==> src/rtl/mem_arbiter.sv <==
// Arbitrates a fetch port and a load/store port onto one shared single-port memory.
// Data side has priority; a waiting fetch is forced through after STARVE_LIMIT data grants.
module mem_arbiter #(
    parameter int DATA_WIDTH   = 32,
    parameter int STARVE_LIMIT = 4
) (
    input  logic                  clk,
    input  logic                  rst,
    input  logic                  if_req,
    input  logic [DATA_WIDTH-1:0] if_addr,
    output logic [DATA_WIDTH-1:0] if_rdata,
    output logic                  if_ready,
    input  logic                  dm_req,
    input  logic                  dm_we,
    input  logic [DATA_WIDTH-1:0] dm_addr,
    input  logic [DATA_WIDTH-1:0] dm_wdata,
    input  logic [3:0]            dm_be,
    output logic [DATA_WIDTH-1:0] dm_rdata,
    output logic                  dm_ready,
    output logic                  mem_valid,
    output logic                  mem_we,
    output logic [DATA_WIDTH-1:0] mem_addr,
    output logic [DATA_WIDTH-1:0] mem_wdata,
    output logic [3:0]            mem_be,
    input  logic [DATA_WIDTH-1:0] mem_rdata,
    input  logic                  mem_ready
);

    localparam int CW = (STARVE_LIMIT < 1) ? 1 : $clog2(STARVE_LIMIT + 1);
    localparam logic [CW-1:0] LIMIT = CW'(STARVE_LIMIT);

    typedef enum logic [1:0] {
        IDLE    = 2'd0,
        IF_BUSY = 2'd1,
        DM_BUSY = 2'd2,
        DONE    = 2'd3
    } state_t;

    state_t                  state_reg,     state_next;
    logic [CW-1:0]           starve_reg,    starve_next;
    logic                    mem_valid_reg, mem_valid_next;
    logic                    mem_we_reg,    mem_we_next;
    logic [DATA_WIDTH-1:0]   mem_addr_reg,  mem_addr_next;
    logic [DATA_WIDTH-1:0]   mem_wdata_reg, mem_wdata_next;
    logic [3:0]              mem_be_reg,    mem_be_next;
    logic                    if_ready_reg,  if_ready_next;
    logic                    dm_ready_reg,  dm_ready_next;
    logic [DATA_WIDTH-1:0]   if_rdata_reg,  if_rdata_next;
    logic [DATA_WIDTH-1:0]   dm_rdata_reg,  dm_rdata_next;

    logic                    fetch_forced;

    // The fetch only overrides the data side once it has been starved to the limit.
    assign fetch_forced = if_req && (starve_reg == LIMIT);

    always_comb begin
        state_next     = state_reg;
        starve_next    = starve_reg;
        mem_valid_next = mem_valid_reg;
        mem_we_next    = mem_we_reg;
        mem_addr_next  = mem_addr_reg;
        mem_wdata_next = mem_wdata_reg;
        mem_be_next    = mem_be_reg;
        if_ready_next  = 1'b0;
        dm_ready_next  = 1'b0;
        if_rdata_next  = if_rdata_reg;
        dm_rdata_next  = dm_rdata_reg;

        case (state_reg)
            IDLE: begin
                if (dm_req && !fetch_forced) begin
                    state_next     = DM_BUSY;
                    mem_valid_next = 1'b1;
                    mem_we_next    = dm_we;
                    mem_addr_next  = dm_addr;
                    mem_wdata_next = dm_wdata;
                    mem_be_next    = dm_be;
                    if (if_req) begin
                        starve_next = (starve_reg == LIMIT) ? starve_reg : starve_reg + CW'(1);
                    end else begin
                        starve_next = '0;
                    end
                end else if (if_req) begin
                    state_next     = IF_BUSY;
                    mem_valid_next = 1'b1;
                    mem_we_next    = 1'b0;
                    mem_addr_next  = if_addr;
                    mem_wdata_next = '0;
                    mem_be_next    = 4'hF;
                    starve_next    = '0;
                end
            end
            IF_BUSY, DM_BUSY: begin
                if (mem_ready) begin
                    state_next     = DONE;
                    mem_valid_next = 1'b0;
                    if (state_reg == IF_BUSY) begin
                        if_ready_next = 1'b1;
                        if_rdata_next = mem_rdata;
                    end else begin
                        dm_ready_next = 1'b1;
                        // Stores leave the last load result visible.
                        if (!mem_we_reg) begin
                            dm_rdata_next = mem_rdata;
                        end
                    end
                end
            end
            DONE: begin
                state_next = IDLE;
            end
            default: begin
                state_next = IDLE;
            end
        endcase
    end

    always_ff @(posedge clk) begin
        if (rst) begin
            state_reg     <= IDLE;
            starve_reg    <= '0;
            mem_valid_reg <= 1'b0;
            mem_we_reg    <= 1'b0;
            mem_addr_reg  <= '0;
            mem_wdata_reg <= '0;
            mem_be_reg    <= 4'h0;
            if_ready_reg  <= 1'b0;
            dm_ready_reg  <= 1'b0;
            if_rdata_reg  <= '0;
            dm_rdata_reg  <= '0;
        end else begin
            state_reg     <= state_next;
            starve_reg    <= starve_next;
            mem_valid_reg <= mem_valid_next;
            mem_we_reg    <= mem_we_next;
            mem_addr_reg  <= mem_addr_next;
            mem_wdata_reg <= mem_wdata_next;
            mem_be_reg    <= mem_be_next;
            if_ready_reg  <= if_ready_next;
            dm_ready_reg  <= dm_ready_next;
            if_rdata_reg  <= if_rdata_next;
            dm_rdata_reg  <= dm_rdata_next;
        end
    end

    assign mem_valid = mem_valid_reg;
    assign mem_we    = mem_we_reg;
    assign mem_addr  = mem_addr_reg;
    assign mem_wdata = mem_wdata_reg;
    assign mem_be    = mem_be_reg;
    assign if_ready  = if_ready_reg;
    assign dm_ready  = dm_ready_reg;
    assign if_rdata  = if_rdata_reg;
    assign dm_rdata  = dm_rdata_reg;

endmodule

==> config.mk <==
export PLATFORM = sky130hd
export DESIGN_NAME = mem_arbiter
export DESIGN_NICKNAME = d
export VERILOG_FILES = /design/src/rtl/mem_arbiter.sv
export SDC_FILE = /design/constraint.sdc
export NUM_CORES = 1
export LEC_CHECK = 0
export CAP_MARGIN = 20
export CORE_AREA = 2 2 125 127
export CTS_BUF_LIST = sky130_fd_sc_hd__clkbuf_4
export DETAILED_ROUTE_END_ITERATION = 10
export DIE_AREA = 0 0 127 129
export MAX_ROUTING_LAYER = met4
export PLACE_DENSITY = 0.78
export SYNTH_ARGS = -nofsm -noshare
export SYNTH_HDL_FRONTEND = slang
export SYNTH_SLANG_ARGS = --single-unit
==> constraint.sdc <==
create_clock -name clk -period 1.6 [get_ports clk]
set_input_delay 0.16 -clock clk [delete_from_list [all_inputs] [get_ports clk]]
set_output_delay 0.16 -clock clk [all_outputs]
set_load 0.1 [all_outputs]
# Yosys cells after proc, flatten, opt, wreduce, memory -nomap -nowiden
# Cells that the tools add are included.
[word_totals]
inputBits = 138
reg_bits = 141
[op_classes]
add_sub_neg = 1
n_reduce_logical = 14
eq_ne = 7
n_bitwise = 4
mux = 22
[ops]
columns = ["operator", "n"]
rows = [
  ["2-to-1 mux 32 bit", 4],
  ["2-to-1 mux 3 bit", 4],
  ["AND reduction 3 bit", 3],
  ["2-to-1 mux 4 bit", 2],
  ["2-to-1 mux 1 bit", 7],
  ["2-to-1 mux 2 bit", 3],
  ["inequality test 3 bit, second input constant", 2],
  ["case mux 2 bit (3 select lines)", 1],
  ["== test 2 bit, second input constant", 2],
  ["inverter 1 bit", 4],
  ["AND reduction 2 bit", 2],
  ["AND reduction 4 bit", 1],
  ["nonzero test 2 bit", 2],
  ["adder 3 x 1 -> 3 bit, second input constant", 1],
  ["== test 3 bit, second input constant", 1],
  ["OR reduction 3 bit", 1],
  ["== test 2 x 1 -> 1 bit, second input constant", 1],
  ["logical AND 1 bit", 2],
  ["logical NOT 2 bit", 1],
  ["inequality test 2 bit, second input constant", 1],
  ["case mux 1 bit (2 select lines)", 1],
  ["OR reduction 2 bit", 1],
  ["logical NOT 1 bit", 1],
]

# Longest topological paths before layout
[depth]
depth_word = 6
depth_mapped = 7
ltp_nobuf = 5

# Worst setup path after synthesis
# OpenSTA, ideal clock, no wires.
[synth_timing]
path_kind = "flip-flop to flip-flop"
start = "reg mem_we_reg, in the netlist mem_we"
end = "reg dm_rdata_reg[10], in the netlist dm_rdata[10]"
path_slack_ns = -0.203
path_stages_with_launch = 6
synth_period_minus_slack_ns = 1.803
arrival_time_ns = 1.733
required_ns = 1.530
n_path_buf = 2
setup_ns = 0.070
cell_sequence = "dfxtp_1 -> nand4bb_1 -> clkbuf_1 -> buf_2 -> nand2_1 -> a21oi_1"
[synth_between]
elab_chain_len = 2
[synth_rtl]
columns = ["item", "line", "rtl"]
rows = [
  ["start, declared", "42", "logic mem_we_reg, mem_we_next;"],
  ["start signal, assigned", "135", "mem_we_reg <= mem_we_next;"],
  ["inverter 1 bit (no line)", "n/a", ""],
  ["AND reduction 4 bit (no line)", "n/a", ""],
  ["end signal, assigned", "142", "dm_rdata_reg <= dm_rdata_next;"],
  ["end, declared", "49", "logic [DATA_WIDTH-1:0] dm_rdata_reg, dm_rdata_next;"],
]
# No other way between the ends.
# A chain may end at the register's enable or synchronous reset.

# Worst setup path after layout
[layout_timing]
start = "reg state_reg[1]"
end = "reg dm_rdata_reg[28], in the netlist dm_rdata[28]"
[layout_between]
elab_chain_len = 3
elab_cells_between_ends = 5
cone_classes = "eq/ne (2); bitwise (1); reduce/logical (2)"
[layout_rtl]
columns = ["item", "line", "rtl"]
rows = [
  ["start, declared", "39", "state_t state_reg, state_next;"],
  ["start signal, assigned", "132", "state_reg <= state_next;"],
  ["== test 2 x 1 -> 1 bit or == test 2 bit (tied branches)", "69, 97", ""],
  ["OR reduction 2 bit or inverter 1 bit (tied branches)", "n/a", ""],
  ["AND reduction 4 bit (no line) *", "n/a", ""],
]
# Mark *: on every way between the ends. The rest lies on a longest branch, timed or not.

==> reports/summary.txt <==
Placed Instances -> 1105
first-pass GRT wire length -> 30.24 mm
layout cells sized above 1 -> 0.2250
final setup margin -> 0.07762 ns
fillers -> 1109
clock skew -> 0.01687 ns
met2 wire length -> 9.885 mm
Tcrit/Tclk final -> 0.9515
fraction of registers with async set/reset -> 0
DR vias -> 6021
Pre-antenna DRT Iters -> 5
CP required -> 2.06 ns
worst-margin pin slew -> 0.4824 ns
Post-synth EDFFs -> 0
GRT Total Usage -> 0.2400
final worst path period need -> 1.522 ns
RePlAce Congestion -> 0.8127
Die H -> 129 um
status -> completed
post-synth top area share -> 0.5024
vias per cell -> 5.282
Ports -> 274
Critical Path AT -> 1.98 ns
path depth of the worst reg2reg path -> 6
WL met3 -> 1.119 mm
Syn Nets -> 833
CTS tree -> yes
max_slew headroom -> 0.6784
GRT Residual Overflow -> 0
Setup CP Type -> flop to flop
final hold slack -> 0.1495 ns
HP Start -> dm_req
Clk pin slew, worst setup/hold paths -> 0.12 ns
# Max-Cap Violations -> 0
Hold WC Path Type -> primary input to flop
Setup crit start kind -> flop
port bufs -> 273
CTS Buf Count -> 17
DR WL/cell -> 16.99 um
leading area contributor after synthesis -> dfxtp_1
die width -> 127 um
Clk Tree Root Cell -> clkbuf_4
CTS Buffer Depth -> 2
pre-CTS setup slack -> -0.08841 ns
row cnt -> 45
hold depth -> 3
synthesized area -> 5618 sq um
initial DRC count -> 416
FF-to-FF setup slack -> 0.08 ns
critical path fanouts, max -> 32
uppermost layer routed -> met4
Mapped Cells -> 689
core area -> 14980 sq um
#FFs+latches synth -> 141
worst skew pair latency -> 0.54 ns
critical path capture point type -> flop
FMAX -> 656.9 MHz
M1 WL -> 7.713 mm
post-synthesis sequential area ratio -> 0.5024
top cells by area, synth -> dfxtp_1, nand2_1, a21oi_1, nand4_1, a31oi_1
initial antenna violation count -> 1
hold-critical path endpoint -> state_reg[0]
Lkg Pwr -> 0.003814 uW
Finished Core Util -> 0.6921
CTS Sinks -> 141
Synth Warn # -> 0
max-slew violations -> 0
Final TNS setup -> 0 ns
Detailed Route WL -> 19.37 mm
Post-DP HPWL -> 13.57 mm
ys flop type -> dfxtp_1
# DRC -> 0
setup violation total in the final timing report -> 0
final non-filler cell total -> 1140
Starting Density -> 0.3751
Distinct cells, synth -> 35
reg2reg end -> dm_rdata[28]
Detail Route Antenna Nets -> 0
die area -> 16380 sq um
Final Net Count -> 1082
Power Density -> 1788 nW/um^2
pin count of the biggest net entering global routing -> 105
H-tree levels -> 4
Avg Cell Area, Syn -> 8.154 sq um
RSZ-0062 raised after global routing -> false
worst IR drop on VDD -> 0.0009437 V
vias in the first global route -> 5864
P&R area growth vs syn -> 84.50%
endpoints failing hold -> 0
worst r2r src -> state_reg[1]
-- metrics by stage --
| stage | total power (uW) | cell area [sq um] |
|---|---|---|
| final | 18540 | 10360 |
| after global routing | 19290 | 10360 |
| after CTS | 18590 | 10300 |
| after detailed placement | 15910 | 9952 |
| after global placement | 15770 | 9952 |
| after floorplan | 11600 | 5619 |
-- worst max-delay path by stage --
stage / from / slack (ns) / cells after the start / end
3_5_place_dp: if_req / -0.09 / 5 / state_reg[1]
3_3_place_gp: if_req / -0.05 / 5 / state_reg[1]
6_report: state_reg[1] / 0.08 / 6 / dm_rdata[28]
5_1_grt: state_reg[1] / 0.006 / 6 / dm_rdata[8]
4_1_cts: state_reg[1] / 0.005 / 6 / mem_addr[31]
2_1_floorplan: state_reg[0] / 0.08 / 7 / dm_rdata[10]
-- synthesized netlist by cell type, drive strengths merged, types with 2 or more instances --
library cell,number
nor2,42
clkbuf,28
dfxtp,141
nand2,167
nor3b,4
buf,40
a21oi,101
ha,6
a31oi,32
nand3,2
a211oi,36
inv,5
o21ai,36
nand4,33
and3,2
-- cells in the final DEF (no fill, tap or decap), types with 24 or more instances in the layout --
cell type and n:
nand4_1 33, a31oi_1 32, dfxtp_1 138, nand2_1 167
a211oi_1 24, a21oi_1 101, clkdlybuf4s50_1 135, nor2_1 41
buf_12 148, o21ai_0 25
-- where the power goes --
part	switching (uW)	leakage (uW)	internal, uW	total [uW]
logic	7030	0.00249	3900	10900
registers	718	0.00116	4210	4930
clock network	1410	0.000172	1270	2670
total	9150	0.00381	9380	18500
-- cells by family (layout without fill, tap and decap cells) --
kind of cell | after synthesis | in the layout | share of synthesized area
compound gates | 212 | 212 | 0.2281
fa+ha+maj | 6 | 6 | 0.01336
buf+inv | 73 | 335 | 0.05880
other cells | 0 | 1 | 0
mux | 1 | 1 | 0.001782
flops | 141 | 141 | 0.5025
simple gates | 256 | 256 | 0.1955
-- per-layer routing --
layer | global-route usage | vias to the layer above
li1 | - | 2892
met1 | 0.2826 | 2837
met2 | 0.3884 | 240
met3 | 0.05655 | 52
met4 | 0.1151 | 0
met5 | - | -
-- critical path: stages, from the launching register on --
cell	delay, ns
dfxtp_1	0.32
inv_1	0.10
ha_1	0.26
and4bb_2	0.34
buf_12	0.19
nand2_1	0.08
a21oi_1	0.13
-- final cells by class --
cell class	instances	area, sq um	area share
Timing Repair Buffer	298	4448	0.4291
Clock buffer	17	127.6	0.01231
Clock inverter	15	209.0	0.02016
Sequential cell	141	2826	0.2727
Inverter	5	18.77	0.001811
Antenna cell	1	2.502	0.0002414
Multi-Input combinational cell	475	2497	0.2409
Tap cell	188	235.2	0.02269
-- what timing repair did --
item | CTS | global route
hold buffers | 1 | 0
endpoints found under the setup margin | 0 | 86
endpoints found under the hold margin | 6 | 0
buffers inserted | 0 | 0
gates resized for setup | 0 | 14
(Power assumes the default switching activity.)
==> RTL edit (same settings) <==
The 4 states of `state_t` get a one-hot encoding in 4 bits.
--- a/src/rtl/mem_arbiter.sv
+++ b/src/rtl/mem_arbiter.sv
@@ -29,11 +29,11 @@
     localparam int CW = (STARVE_LIMIT < 1) ? 1 : $clog2(STARVE_LIMIT + 1);
     localparam logic [CW-1:0] LIMIT = CW'(STARVE_LIMIT);
 
-    typedef enum logic [1:0] {
-        IDLE    = 2'd0,
-        IF_BUSY = 2'd1,
-        DM_BUSY = 2'd2,
-        DONE    = 2'd3
+    typedef enum logic [3:0] {
+        IDLE    = 4'b0001,
+        IF_BUSY = 4'b0010,
+        DM_BUSY = 4'b0100,
+        DONE    = 4'b1000
     } state_t;
 
     state_t                  state_reg,     state_next;
Check against the original RTL: no difference found for any inputs over 4 cycles, from zero or initial values and one cycle with rst high; so few cycles prove little.
==> RTL edit against the unedited design <==
Largest cell class unchanged. The flow now finishes with violations (setup timing). Area after synthesis grew 5.1%. Sequential cell count grew 2. Worst setup slack lost 0.096 ns. Wire length grew 13%. Critical path type unchanged. Final area grew 5.8%. Critical endpoint is now starve_reg[2].
Power is not compared: it rests on default switching activity, and its combinational part moved more than twofold at a synthesized area within 25%.
==> RTL edit: results (changes against the unedited design) <==
[run_status]
status = finished, violations left  ; was completed
violations = setup timing

[logic_synthesis]
synth-compound-area-share = 0.2890  ; was 0.2281
ys_seq_area_frac = 0.4851  ; was 0.5024
ys_types = 36  ; was 35
synth_adder_area_share = 0.004240  ; was 0.01336

[placement]
dp_hpwl_mm = 14.87  ; was 13.57 mm

[clocking]
clock_latency_ns = 0.56  ; was 0.54 ns

[global_route]
grt_pass1_wl_mm = 34.21  ; was 30.24 mm
track_usage = 0.2697  ; was 0.2400
use_met2 = 0.4254  ; was 0.3884
use_met3 = 0.06985  ; was 0.05655
grt.met1_usage = 0.3289  ; was 0.2826

[sta]
setup_slack_ns = -0.01850  ; was 0.07762 ns
setup-violations-final = 19  ; was 0
hold-worst-slack_ns = 0.09513  ; was 0.1495 ns
finalSetupTns_ns = -0.2343  ; was 0 ns

[worst_setup_path]
r2r-end = starve_reg[2]  ; was dm_rdata[28]
cpPeakStageDelay_ns = 0.60  ; was 0.34 ns
cp_max_fo = 6  ; was 32
r2r_cells = 4  ; was 6
cp.arrival_ns = 2.12  ; was 1.98 ns

[drt]
avgRoutedWirePerCell_microns = 18.81  ; was 16.99 microns
routedLengthMet1_mm = 8.810  ; was 7.713 mm
first_iter_violations = 677  ; was 416

[min_path]
min_to = starve_reg[1]  ; was state_reg[0]

RTL edit: area by class of cell:
| cell class | count | area [sq um] |
|---|---|---|
| antenna | 1 | 2.502 |
| clock buffer | 17 | 127.6 |
| clock inverter | 15 | 136.4 |
| fill | 1071 | 4008 |
| inverter | 5 | 18.77 |
| multi-input combinational | 469 | 2750 |
| sequential | 143 | 2872 |
| tap | 188 | 235.2 |
| timing repair buffer | 326 | 4827 |
RTL edit: repair_timing:
action | in CTS | in global routing
pin swaps | 6 | 21
endpoints found under the setup margin | 51 | 94
hold buffers | 1 | 0
buffers inserted | 1 | 1
endpoints found under the hold margin | 19 | 0
gates cloned | 1 | 3
resized for setup | 9 | 43
RTL edit: stage by stage:
step,power (mW),worst slack (ns),utilization
6_report,11.04,-0.01850,0.7324
5_1_grt,11.49,-0.1081,0.7324
4_1_cts,10.99,0.003357,0.7202
3_5_place_dp,8.672,-0.1517,0.6980
3_3_place_gp,8.623,-0.07024,0.6980
2_1_floorplan,6.716,0.01171,-
